### src/rtl/fxp_pkg.sv
// ---------------------------------------------------------------------------
// fxp_pkg
//   Shared definitions for the fixed-point datapath blocks (fxp_mul_pipe and
//   the align/round/saturate stage fxp_round_sat).
//   - Rounding-mode encodings carried with every beat. Code 2'b11 is not
//     listed here and is treated as truncation.
//   - fxp_width(i, f): total bit width of a Qi.f number.
// ---------------------------------------------------------------------------
package fxp_pkg;

    localparam logic [1:0] RND_TRUNC = 2'b00;
    localparam logic [1:0] RND_HUP   = 2'b01;
    localparam logic [1:0] RND_HEVEN = 2'b10;

    function automatic int fxp_width(input int i, input int f);
        return i + f;
    endfunction

endpackage

### src/rtl/fxp_round_sat.sv
// ---------------------------------------------------------------------------
// fxp_round_sat
//   Combinational align / round / saturate from a QIN_I.IN_F value to a
//   QOUT_I.OUT_F value. Signedness and rounding mode are chosen per call.
//   Ports:
//     din_i   in   IN_W    source value (two's complement when sign_i=1)
//     sign_i  in   1       1: signed source and result, 0: unsigned
//     rnd_i   in   2       rounding mode (fxp_pkg RND_*; 2'b11 truncates)
//     dout_o  out  OUT_W   aligned, rounded, saturated result
//     ovf_o   out  1       result was clamped to a range bound
//     unf_o   out  1       nonzero bits were dropped below the output LSB
// ---------------------------------------------------------------------------
module fxp_round_sat
    import fxp_pkg::*;
#(
    parameter  int IN_I  = 7,
    parameter  int IN_F  = 4,
    parameter  int OUT_I = 5,
    parameter  int OUT_F = 3,
    localparam int IN_W  = fxp_width(IN_I, IN_F),
    localparam int OUT_W = fxp_width(OUT_I, OUT_F)
) (
    input  logic [IN_W-1:0]  din_i,
    input  logic             sign_i,
    input  logic [1:0]       rnd_i,
    output logic [OUT_W-1:0] dout_o,
    output logic             ovf_o,
    output logic             unf_o
);

    // LSH: left shift when the output has more fraction bits.
    // D:   number of fraction bits dropped when it has fewer.
    localparam int LSH = (OUT_F > IN_F) ? OUT_F - IN_F : 0;
    localparam int D   = (IN_F > OUT_F) ? IN_F - OUT_F : 0;
    // Working width: the wider of source/result, the left shift, one guard
    // bit for the rounding carry and one bit so unsigned values stay positive
    // when handled as signed.
    localparam int EW  = ((IN_W > OUT_W) ? IN_W : OUT_W) + LSH + 2;

    localparam logic signed [EW-1:0] ONE  = {{(EW-1){1'b0}}, 1'b1};
    localparam logic signed [EW-1:0] ZERO = '0;
    localparam logic signed [EW-1:0] SMAX = (ONE <<< (OUT_W-1)) - ONE;
    localparam logic signed [EW-1:0] SMIN = -(ONE <<< (OUT_W-1));
    localparam logic signed [EW-1:0] UMAX = (ONE <<< OUT_W) - ONE;

    logic signed [EW-1:0] ext;
    logic signed [EW-1:0] aligned;
    logic signed [EW-1:0] hi;
    logic signed [EW-1:0] lo;

    // Sign- or zero-extend so one signed compare covers both modes.
    assign ext = {{(EW-IN_W){sign_i & din_i[IN_W-1]}}, din_i};

    generate
        if (D == 0) begin : g_lsh
            assign aligned = ext <<< LSH;
            assign unf_o   = 1'b0;
        end else begin : g_rnd
            logic [D-1:0]         disc;
            logic                 sticky;
            logic                 inc;
            logic signed [EW-1:0] kept;

            assign disc = din_i[D-1:0];
            // Arithmetic shift floors, which is truncation in both modes.
            assign kept = ext >>> D;

            // sticky: any dropped bit below the half position
            if (D > 1) begin : g_sticky
                assign sticky = |disc[D-2:0];
            end else begin : g_nosticky
                assign sticky = 1'b0;
            end

            // Adding half and flooring equals adding 1 when disc >= half.
            always_comb begin
                inc = 1'b0;
                unique case (rnd_i)
                    RND_HUP:   inc = disc[D-1];
                    RND_HEVEN: inc = disc[D-1] & (sticky | kept[0]);
                    default:   inc = 1'b0;
                endcase
            end

            assign aligned = kept + {{(EW-1){1'b0}}, inc};
            assign unf_o   = |disc;
        end
    endgenerate

    assign hi = sign_i ? SMAX : UMAX;
    assign lo = sign_i ? SMIN : ZERO;

    always_comb begin
        dout_o = aligned[OUT_W-1:0];
        ovf_o  = 1'b0;
        if (aligned > hi) begin
            dout_o = hi[OUT_W-1:0];
            ovf_o  = 1'b1;
        end else if (aligned < lo) begin
            dout_o = lo[OUT_W-1:0];
            ovf_o  = 1'b1;
        end
    end

endmodule

### src/rtl/fxp_mul_pipe.sv
// ---------------------------------------------------------------------------
// fxp_mul_pipe
//   3-stage pipelined fixed-point multiplier with valid/ready streams.
//   S1 captures operands and per-beat controls, S2 the exact product,
//   S3 the aligned/rounded/saturated result that drives the outputs.
//   A stalled consumer freezes the whole pipeline (single global enable).
//   Ports:
//     clk        in   1        rising-edge clock
//     rst_n      in   1        asynchronous active-low reset
//     in_valid   in   1        operand beat valid
//     in_ready   out  1        operand beat accepted this cycle when valid
//     a          in   AW       operand a, QA_I.A_F
//     b          in   BW       operand b, QB_I.B_F
//     sign       in   1        1: signed operation, 0: unsigned
//     rnd        in   2        rounding mode for this beat
//     out_valid  out  1        result beat valid
//     out_ready  in   1        consumer takes the result
//     out        out  OW       result, QO_I.O_F
//     overflow   out  1        result saturated
//     underflow  out  1        nonzero bits discarded below result LSB
//     sat_cnt    out  CNT_W    delivered overflow beats, saturating
// ---------------------------------------------------------------------------
module fxp_mul_pipe
    import fxp_pkg::*;
#(
    parameter  int A_I   = 3,
    parameter  int A_F   = 2,
    parameter  int B_I   = 4,
    parameter  int B_F   = 2,
    parameter  int O_I   = 5,
    parameter  int O_F   = 3,
    parameter  int CNT_W = 16,
    localparam int AW    = fxp_width(A_I, A_F),
    localparam int BW    = fxp_width(B_I, B_F),
    localparam int OW    = fxp_width(O_I, O_F)
) (
    input  logic             clk,
    input  logic             rst_n,
    input  logic             in_valid,
    output logic             in_ready,
    input  logic [AW-1:0]    a,
    input  logic [BW-1:0]    b,
    input  logic             sign,
    input  logic [1:0]       rnd,
    output logic             out_valid,
    input  logic             out_ready,
    output logic [OW-1:0]    out,
    output logic             overflow,
    output logic             underflow,
    output logic [CNT_W-1:0] sat_cnt
);

    localparam int PI     = A_I + B_I;
    localparam int PF     = A_F + B_F;
    localparam int PW     = fxp_width(PI, PF);
    localparam int STAGES = 3;

    typedef struct packed {
        logic [AW-1:0] a;
        logic [BW-1:0] b;
        logic          sgn;
        logic [1:0]    rnd;
    } s1_t;

    typedef struct packed {
        logic [PW-1:0] p;
        logic          sgn;
        logic [1:0]    rnd;
    } s2_t;

    typedef struct packed {
        logic [OW-1:0] res;
        logic          ovf;
        logic          unf;
    } s3_t;

    // vld_q[0] = S1 ... vld_q[STAGES-1] = S3 (drives out_valid)
    logic [STAGES-1:0] vld_q, vld_d;
    s1_t               s1_q, s1_d;
    s2_t               s2_q, s2_d;
    s3_t               s3_q, s3_d;
    logic [CNT_W-1:0]  sat_cnt_q, sat_cnt_d;

    logic              stall;
    logic              adv;
    logic [PW-1:0]     a_x;
    logic [PW-1:0]     b_x;
    logic [OW-1:0]     rs_res;
    logic              rs_ovf;
    logic              rs_unf;

    assign stall    = vld_q[STAGES-1] & ~out_ready;
    assign adv      = ~stall;
    assign in_ready = adv;

    // Extending both operands to the full product width and keeping the low
    // PW bits of the product gives the exact result in either mode.
    assign a_x = {{(PW-AW){s1_q.sgn & s1_q.a[AW-1]}}, s1_q.a};
    assign b_x = {{(PW-BW){s1_q.sgn & s1_q.b[BW-1]}}, s1_q.b};

    fxp_round_sat #(
        .IN_I  (PI),
        .IN_F  (PF),
        .OUT_I (O_I),
        .OUT_F (O_F)
    ) u_round_sat (
        .din_i  (s2_q.p),
        .sign_i (s2_q.sgn),
        .rnd_i  (s2_q.rnd),
        .dout_o (rs_res),
        .ovf_o  (rs_ovf),
        .unf_o  (rs_unf)
    );

    always_comb begin
        vld_d = {vld_q[STAGES-2:0], in_valid};
        s1_d  = '{a: a, b: b, sgn: sign, rnd: rnd};
        s2_d  = '{p: a_x * b_x, sgn: s1_q.sgn, rnd: s1_q.rnd};
        s3_d  = '{res: rs_res, ovf: rs_ovf, unf: rs_unf};
    end

    always_ff @(posedge clk or negedge rst_n) begin
        if (!rst_n) begin
            vld_q <= '0;
            s1_q  <= '0;
            s2_q  <= '0;
            s3_q  <= '0;
        end else if (adv) begin
            vld_q <= vld_d;
            s1_q  <= s1_d;
            s2_q  <= s2_d;
            s3_q  <= s3_d;
        end
    end

    // Counts overflow beats on delivery, not on computation, so a stalled
    // beat is counted exactly once.
    always_comb begin
        sat_cnt_d = sat_cnt_q;
        if (vld_q[STAGES-1] & out_ready & s3_q.ovf & ~&sat_cnt_q)
            sat_cnt_d = sat_cnt_q + 1'b1;
    end

    always_ff @(posedge clk or negedge rst_n) begin
        if (!rst_n) sat_cnt_q <= '0;
        else        sat_cnt_q <= sat_cnt_d;
    end

    assign out_valid = vld_q[STAGES-1];
    assign out       = s3_q.res;
    assign overflow  = s3_q.ovf;
    assign underflow = s3_q.unf;
    assign sat_cnt   = sat_cnt_q;

endmodule
### config.mk
export PLATFORM = sky130hd
export DESIGN_NAME = fxp_mul_pipe
export DESIGN_NICKNAME = d
export VERILOG_FILES = /design/src/rtl/fxp_pkg.sv /design/src/rtl/fxp_round_sat.sv /design/src/rtl/fxp_mul_pipe.sv
export SDC_FILE = /design/constraint.sdc
export NUM_CORES = 1
export LEC_CHECK = 0
export BUFFER_PORTS_ARGS = -buffer_cell sky130_fd_sc_hd__buf_2
export CAP_MARGIN = 20
export CORE_MARGIN = 2
export CORE_UTILIZATION = 45
export CTS_CLUSTER_SIZE = 25
export DETAILED_ROUTE_END_ITERATION = 7
export GPL_ROUTABILITY_DRIVEN = 0
export GPL_TIMING_DRIVEN = 0
export PLACE_DENSITY = 0.76
export SETUP_SLACK_MARGIN = 0.1
export SLEW_MARGIN = 20
export SYNTH_ARGS = -nofsm -noshare
export SYNTH_HDL_FRONTEND = slang
export SYNTH_SLANG_ARGS = --single-unit
export TNS_END_PERCENT = 50
### constraint.sdc
create_clock -name clk -period 4.1 [get_ports clk]
set_input_delay 0.615 -clock clk [delete_from_list [all_inputs] [get_ports clk]]
set_output_delay 0.615 -clock clk [all_outputs]
set_load 0.01 [all_outputs]
-- After elaboration in Yosys (flattened, before gate mapping)
Cells that the tools add are included.
- bits in registers: 57
- latch bits: 0
- RAM bits: 0
- bits in read-only memories: 0
- input bits: 18
- word-level logic and storage cells: 38
- memories: 0
- $add $sub $neg: 2
- multipliers: 1
- divide/modulo/power cells: 0
- order comparisons: 2
- equal/unequal tests: 2
- shift-type cells: 0
- muxes and demuxes: 7
- bitwise logic cells: 10
- reduce and logical (&&, ||, !) cells: 2
- operators by type and width (kind ; count):
    two-way mux 8 bit ; 3
    adder 16 x 1 -> 16 bit (second input constant) ; 1
    AND reduction 16 bit ; 1
    > comparator 13 bit ; 1
    less-than comparator 13 bit ; 1
    two-way mux 13 bit ; 1
    adder 11 x 2 -> 12 bit ; 1
    multiplier 6 x 7 -> 11 bit ; 1
    bitwise AND 1 bit ; 8
    equality test 2 x 1 -> 1 bit (second input constant) ; 1
    equality test 2 bit (second input constant) ; 1
    two-way mux 1 bit ; 2
    NOT 1 bit ; 2
    one-hot mux 1 bit (2 select lines) ; 1
    logical NOT 1 bit ; 1

-- Longest topological paths before layout
Gate-level depths: netlist of the first run.
- depth in word-level cells: 6
- gate-level depth with buffers: 16
- mapped depth without buffers: 15

-- By module
Synthesis of the first run repeated with hierarchy kept, for this count alone.
- cell total of the unflattened synthesis: 462
- area, all modules: 4206.5 um^2
- by module, submodules not included (module ; instances ; cells an instance ; area each (um^2)):
    fxp_mul_pipe ; 1 ; 379 ; 3580.9
    fxp_round_sat ; 1 ; 83 ; 625.6

-- Worst setup path before layout of the first run
No wires, ideal clock.
- path kind: register to register
- start point: reg s1_q, in the netlist a_x[4]
- end point: reg s2_q[12] (netlist bit)
- arrival: 4.170 ns
- path slack: -0.138 ns
- stages on the path, launching flop included: 16
- clock period less this slack: 4.238 ns
- cell sequence: dfrtp_1 > nand2_1 > or2_2 > fa_1 > fa_1 > inv_1 > fa_1 > inv_1 > fa_1 > inv_1 > ha_1 > a21o_1 > a21o_1 > a21oi_1 > or4_1 > nand3_1
- cells in the longest elaborated chain, start to end: 2
- ends and longest elaborated chain (item ; RTL line ; RTL):
    start, declared ; fxp_mul_pipe.sv:79 ; s1_t s1_q, s1_d;
    start signal, assigned ; fxp_mul_pipe.sv:125 ; s1_q <= '0;
    start signal, assigned ; fxp_mul_pipe.sv:130 ; s1_q <= s1_d;
    bitwise AND 1 bit ; fxp_mul_pipe.sv:98 ; assign a_x = {{(PW-AW){s1_q.sgn & s1_q.a[AW-1]}}, s1_q.a};
    multiplier 6 x 7 -> 11 bit (*) ; fxp_mul_pipe.sv:118 ; s2_d = '{p: a_x * b_x, sgn: s1_q.sgn, rnd: s1_q.rnd};
    end signal, assigned ; fxp_mul_pipe.sv:126 ; s2_q <= '0;
    end signal, assigned ; fxp_mul_pipe.sv:131 ; s2_q <= s2_d;
    end, declared ; fxp_mul_pipe.sv:80 ; s2_t s2_q, s2_d;
Every way passes the cells marked *; elsewhere a longest branch is shown, timed or not.
A chain may end at the register's enable or synchronous reset.

-- Worst setup path after layout of the first run
- start point: reg s1_q[2] (netlist bit)
- end point: reg s2_q[13] (netlist bit)
- cells in the longest elaborated chain, start to end: 2
- ends and longest elaborated chain (item ; RTL line):
    bitwise AND 1 bit (on tied branches) ; fxp_mul_pipe.sv:98, fxp_mul_pipe.sv:99
    multiplier 6 x 7 -> 11 bit (*) ; fxp_mul_pipe.sv:118
Marked as above.

==> results of run 1 <==
[through the flow]
stage | worst slack, ps | instance area, um^2 | utilization | total power (uW)
final | 23.1 | 4800 | 0.550 | 3840
after global routing | -101 | 4800 | 0.550 | 4240
after CTS | -54.2 | 4740 | 0.543 | 3700
after detailed placement | -195 | 4400 | 0.504 | 2910
after global placement | -114 | 4390 | 0.504 | 2810
after floorplan | 107 | 4030 | - | 2410
[how the worst max path moves through the flow]
stage / from / end / cells past startpoint
6_report: s1_q[2] / s2_q[13] / 15
5_1_grt: s1_q[2] / s2_q[13] / 15
4_1_cts: b_x[5] / s2_q[12] / 16
3_5_place_dp: s1_q[2] / s2_q[13] / 14
3_3_place_gp: s1_q[2] / s2_q[13] / 14
2_1_floorplan: a_x[4] / s2_q[12] / 15
[Yosys cell counts, types with 2 or more instances]
| library cell | count | area [um^2] |
|---|---|---|
| nor2b_1 | 5 | 31.3 |
| a21o_1 | 5 | 37.5 |
| xnor2_1 | 21 | 184 |
| nand2_1 | 93 | 349 |
| clkbuf_1 | 6 | 22.5 |
| o21a_1 | 2 | 15.0 |
| fa_1 | 25 | 500 |
| nor3b_1 | 3 | 22.5 |
| buf_1 | 4 | 15.0 |
| ha_1 | 29 | 363 |
| o211ai_1 | 3 | 22.5 |
| and3_1 | 5 | 31.3 |
| a21oi_1 | 10 | 50.1 |
| nand3_1 | 18 | 90.1 |
| and4_1 | 2 | 17.5 |
| dfrtp_1 | 57 | 1430 |
| nor3_1 | 4 | 20.0 |
| and2_1 | 32 | 200 |
| inv_1 | 37 | 139 |
| xor2_1 | 9 | 78.8 |
| o21ai_0 | 7 | 35.0 |
| or2_2 | 3 | 18.8 |
| nand4_1 | 4 | 25.0 |
| or4_1 | 2 | 15.0 |
| o311ai_1 | 5 | 43.8 |
| nor2_1 | 12 | 45.0 |
[logic make-up after synthesis]
family / count (synthesis)
xor gates and xnor gates: 31
DFF: 57
buffers and inverters: 48
AOI/OAI and AO/OA: 44
adders and majority gates: 54
and+or+nand+nor: 189
muxes: 2
[what timing repair did]
item	in CTS	in global routing
setup endpoints to repair	4	4
setup buffers	9	3
endpoints found under the hold margin	0	0
gates resized for setup	17	7
pin swaps	14	16
[where the power goes]
group	switching, uW	internal (uW)	leakage (uW)
combinational	1200	1110	0.00154
clock	252	342	0.000106
sequential	181	759	0.000688
[metal layers]
layer | track usage | share of wire | wire length, um | vias up
li1 | - | - | - | 1537
met1 | 0.240 | 0.45 | 3940 | 1581
met2 | 0.329 | 0.48 | 4240 | 97
met3 | 0.0631 | 0.051 | 446 | 27
met4 | 0.0632 | 0.021 | 182 | 0
met5 | 0 | 0 | 0 | -
[worst max-delay path: stages, from the launching register on]
cell and delay (ps):
dfrtp_2 410, nand2_4 80, or2_4 230, fa_1 480, fa_1 510, inv_1 50
fa_1 490, inv_2 40, fa_1 480, buf_4 160, fa_2 370, nor2b_2 140
o31a_1 160, o21a_1 140, nor4_1 50, nand3b_1 170
[final cells by class]
type,count,area [um^2],share of cell area
flip-flops and latches,57,1440,0.299
plain buffers,11,58.8,0.0123
clock inverters,7,93.8,0.0196
multi-input cells,320,2490,0.520
well taps,108,135,0.0282
repair buffers,57,318,0.0662
inverters,37,139,0.0290
clock buffers,9,124,0.0258
[flip-flops by register name, summed over array words and instances (netlist names)]
signal     cells
out            8
s1_q           3
s2_q          14
b_x            6
sat_cnt       16
underflow      1
a_x            5
overflow       1
vld_q          3
==> results.txt, run 1 <==
run status: finished, final reports clean
via count: 3242
starting density of the core: 0.462
GRT Total Usage: 0.196
Detailed Place HPWL: 6.45 mm
XOR/XNOR Fraction of Synth Area: 0.0708
first-pass GRT wire length: 15.2 mm
Netlist Area Pre-Place: 0.00403 mm^2
R2R Path End: s2_q[13]
Antenna diodes: 0
layout cell share with drive strength beyond 1: 0.209
Fmax achieved: 0.245 GHz
Pwr Density: 801 mW/mm^2
router iterations before antenna repair: 4
Main synth FF type: dfrtp_1
compound-cell area share of the yosys netlist: 0.0798
Core Region: 0.00872 mm^2
Final Cycle Share: 0.994
#FFs+latches synth: 57
CTS tree: done
Setup TNS: 0 ps
commonest non-fill, non-tap cell in the layout: nand2_1
antenna-violating nets left: 0
Area Overhead vs Synth: 19.1%
reg2reg path depth: 15
DRT iter0 DRCs: 112
final hold vios: 0
post-synthesis simple-gate area fraction: 0.229
DRC Markers: 0
Die Wd: 98.6 um
Crit Path Max Fanout: 7
Post-Synth Adder-Cell Area: 0.214
Syn Inst Count: 425
die extent in y: 98.6 um
worst vdd ir: 400 uV
WL final: 8.82 mm
Root Driver: clkbuf_8
register area share after synthesis: 0.354
RSZ-0062 raised after global routing: yes
clk sinks: 57
Final Skew: 12.5 ps
Hold WC Path Type: input port to asynchronous set/reset pin
grt ovf: 0
Worst-path clk slew: 80 ps
Hold Buf Count CTS: 0
CP Launch Type: flop
measured slew at the worst slew-check pin: 730 ps
commonest cells after routing, fill and taps aside: nand2_1, dfrtp_1, buf_2
worst r2r src: s1_q[2]
number of global-route vias before repair: 3297
async set-reset flop share out of synthesis: 1.00
Yosys warnings: 0
LEAKAGE: 0.00234 uW
initial antenna violation count: 0
Worst Path Required: 4340 ps
Final setup viols: 0
final hold slack: 320 ps
nets: 565
Inserted Clock Buffers: 9
mux cell area share after synthesis: 0.00528
Critical Path AT: 4310 ps
CP Capture Type: flop
Clk Latency, worst-skew pair: 360 ps
Syn Nets: 497
wire per inst: 14.5 um
die area: 0.00972 mm^2
minimum clock period: 4080 ps
Ports: 46
std cell rows: 34
Via density: 5.35
htree depth: 3
distinct cell type count after synthesis: 48
Post-synth EDFFs: 0
Max-slew headroom: 0.514
filler cell count: 764
max-slew violation count: 0
synthesized area per cell: 9.48 um^2
combinational family with the most area after synthesis: simple AND/OR/NAND/NOR gates
r2r setup slk: 20 ps
largest net degree at the start of global routing: 58
Max-Cap Viols: 0
post-route insts no fill: 606
placed cell count: 578
number of port buffers: 45
Max clock buf depth: 2
kind of critical path: flop to flop
Note: power is estimated with default switching activity, not from simulation.
==> inputs of run 2 (changes only) <==
--- a/config.mk
+++ b/config.mk
@@ -5,6 +5,7 @@
 export SDC_FILE = /design/constraint.sdc
 export NUM_CORES = 1
 export LEC_CHECK = 0
+export ABC_AREA = 1
 export BUFFER_PORTS_ARGS = -buffer_cell sky130_fd_sc_hd__buf_2
 export CAP_MARGIN = 20
 export CORE_MARGIN = 2
@@ -13,10 +14,11 @@
 export DETAILED_ROUTE_END_ITERATION = 7
 export GPL_ROUTABILITY_DRIVEN = 0
 export GPL_TIMING_DRIVEN = 0
-export PLACE_DENSITY = 0.76
+export PLACE_DENSITY = 0.75
 export SETUP_SLACK_MARGIN = 0.1
 export SLEW_MARGIN = 20
 export SYNTH_ARGS = -nofsm -noshare
 export SYNTH_HDL_FRONTEND = slang
+export SYNTH_HIERARCHICAL = 1
 export SYNTH_SLANG_ARGS = --single-unit
 export TNS_END_PERCENT = 50
==> run 2 against run 1 <==
  * Die area up 9.3%
  * Sequential power rose by 6%
  * Synthesized area grew 9.8%
  * Hold slack better by 4.5 ps
  * Clock power is 10% lower
  * Clock skew rose by 0.67 ps
  * Critical path depth is 1 higher
  * Wire length grew 14%
  * First-iteration DRC count is 78% higher
  * Synthesized cell count is 40% higher
  * Non-clock buffer count down 3
  * Combinational power grew 5%
  * Largest cell class unchanged
  * Highest routed layer unchanged
==> results.txt, run 2 <==
run status: finished, final reports clean
Top Layer Used: met4
LEAKAGE: 0.00291 uW
via count: 3881
#FFs+latches synth: 57
M1 WL: 4.24 mm
Main synth FF type: dfrtp_1
CP Capture Type: flop
number of global-route vias before repair: 3878
Crit Path Max Fanout: 6
Max-Cap Viols: 0
max-slew violation count: 0
leading area contributor after synthesis: dfrtp_1
commonest non-fill, non-tap cell in the layout: nand2_1
layout cell share with drive strength beyond 1: 0.186
kind of critical path: flop to flop
nets: 727
die area: 0.0106 mm^2
htree depth: 3
RSZ-0062 raised after global routing: yes
commonest cells after routing, fill and taps aside: nand2_1, inv_1, dfrtp_1
first-pass GRT wire length: 17.3 mm
Max clock buf depth: 2
top post-synthesis cells by count: nand2_1, inv_1, dfrtp_1, ha_1, o21ai_0
Clk Latency, worst-skew pair: 340 ps
router iterations before antenna repair: 5
met3 WL post-DR: 491 um
Hold WC Path Type: input port to asynchronous set/reset pin
Ports: 46
Yosys warnings: 6
wire length on met2: 5.13 mm
Fmax achieved: 0.261 GHz
starting density of the core: 0.459
initial antenna violation count: 0
Setup TNS: 0 ps
Worst-path clk slew: 80 ps
final hold slack: 325 ps
XOR/XNOR Fraction of Synth Area: 0.0376
DRT iter0 DRCs: 199
most frequent cell after synthesis: nand2_1
Post-Synth Adder-Cell Area: 0.192
Syn Inst Count: 594
Pwr Density: 765 mW/mm^2
r2r setup slk: 280 ps
Area Overhead vs Synth: 17.0%
distinct cell type count after synthesis: 35
Final Cycle Share: 0.933
main area contributors after synthesis: dfrtp_1, nand2_1, fa_1, inv_1, ha_1
Inserted Clock Buffers: 9
grt ovf: 0
Worst Setup Slack, final: 276 ps
Via density: 4.89
clk sinks: 57
Root Driver: clkbuf_8
Worst Path Required: 4320 ps
Antenna diodes: 0
DRC Markers: 0
async set-reset flop share out of synthesis: 1.00
synthesized area per cell: 7.44 um^2
compound-cell area share of the yosys netlist: 0.0459
std cell rows: 36
Final setup viols: 0
combinational family with the most area after synthesis: simple AND/OR/NAND/NOR gates
post-layout util: 0.537
number of port buffers: 45
WL final: 10.1 mm
die extent in y: 103 um
Netlist Area Pre-Place: 0.00442 mm^2
Setup WS pre-CTS: -118 ps
post-synthesis simple-gate area fraction: 0.291
minimum clock period: 3820 ps
register area share after synthesis: 0.323
measured slew at the worst slew-check pin: 723 ps
largest net degree at the start of global routing: 58
Largest register FFs: 16
Critical Path AT: 4040 ps
GRT Total Usage: 0.207
worst vdd ir: 480 uV
Syn Nets: 665
Max-slew headroom: 0.518
mux cell area share after synthesis: 0
CTS tree: done
final hold vios: 0
Final Skew: 13.2 ps
Hold Buf Count CTS: 0
Core Region: 0.00964 mm^2
antenna-violating nets left: 0
CP Launch Type: flop
Detailed Place HPWL: 7.50 mm
Post-synth EDFFs: 0
top cell type's share of synthesized area: 0.323
wire per inst: 12.7 um
Die Wd: 103 um
run 2: worst paths after layout:
check | startpoint | endpoint | depth (start not counted)
worst max-delay path | a_x[2] | s2_q[10] | 16
worst min register to register | underflow | underflow | 2
min in group clk | rnd[1] | s1_q[1] | 3
worst min-delay path | rst_n | sat_cnt[11] | 1
worst max register to register | a_x[2] | s2_q[10] | 16
max in group asynchronous | rst_n | s1_q[2] | 1
run 2: per-stage QoR:
| stage | area (um^2) | cells | total power (uW) |
|---|---|---|---|
| 6_report | 5170 | 794 | 3960 |
| 2_1_floorplan | 4420 | 594 | 2590 |
| 4_1_cts | 5030 | 788 | 3720 |
| 3_5_place_dp | 4810 | 772 | 3150 |
| 3_3_place_gp | 4810 | 772 | 3050 |
| 5_1_grt | 5170 | 794 | 4400 |
run 2: report_power, final:
part | switching (uW) | internal (uW) | total [uW]
clock network | 238 | 295 | 533
registers | 225 | 774 | 1000
logic | 1410 | 1020 | 2420
total | 1870 | 2090 | 3960
run 2: critical path: stages (launching register included):
cell,delay (ps)
dfrtp_2,460
nand2_2,90
inv_2,40
fa_1,540
inv_2,40
fa_1,550
inv_2,50
fa_1,520
inv_1,50
fa_1,570
inv_1,50
ha_1,180
nand2_1,70
nand2_2,60
a31oi_1,170
xor2_1,170
o21ai_1,90
run 2: cells by family after synthesis:
| group | after synthesis |
|---|---|
| AOI/OAI and AO/OA | 37 |
| xor gates and xnor gates | 19 |
| DFF | 57 |
| adders and majority gates | 53 |
| and+or+nand+nor | 303 |
| buffers and inverters | 125 |
run 2: area by class of cell:
class | instances | area, um^2
sequential | 57 | 1430
buffer | 13 | 76.3
inverter | 111 | 419
multi-input combinational | 412 | 2600
fill | 909 | 4470
timing repair buffer | 52 | 280
tap | 133 | 166
clock inverter | 5 | 55.1
clock buffer | 11 | 141
run 2: timing repair:
action / CTS / global route
gates resized for setup: 9 / 25
hold endpoints to repair: 0 / 0
cloned: 0 / 0
buffers inserted: 0 / 7
endpoints found under the setup margin: 5 / 4
pin swaps: 1 / 14
run 2: per-layer routing:
layer  GRT usage  vias to the layer above
li1            -                     1915
met1       0.246                     1841
met2       0.372                      109
met3      0.0373                       16
met4      0.0810                        0
met5           0                        -
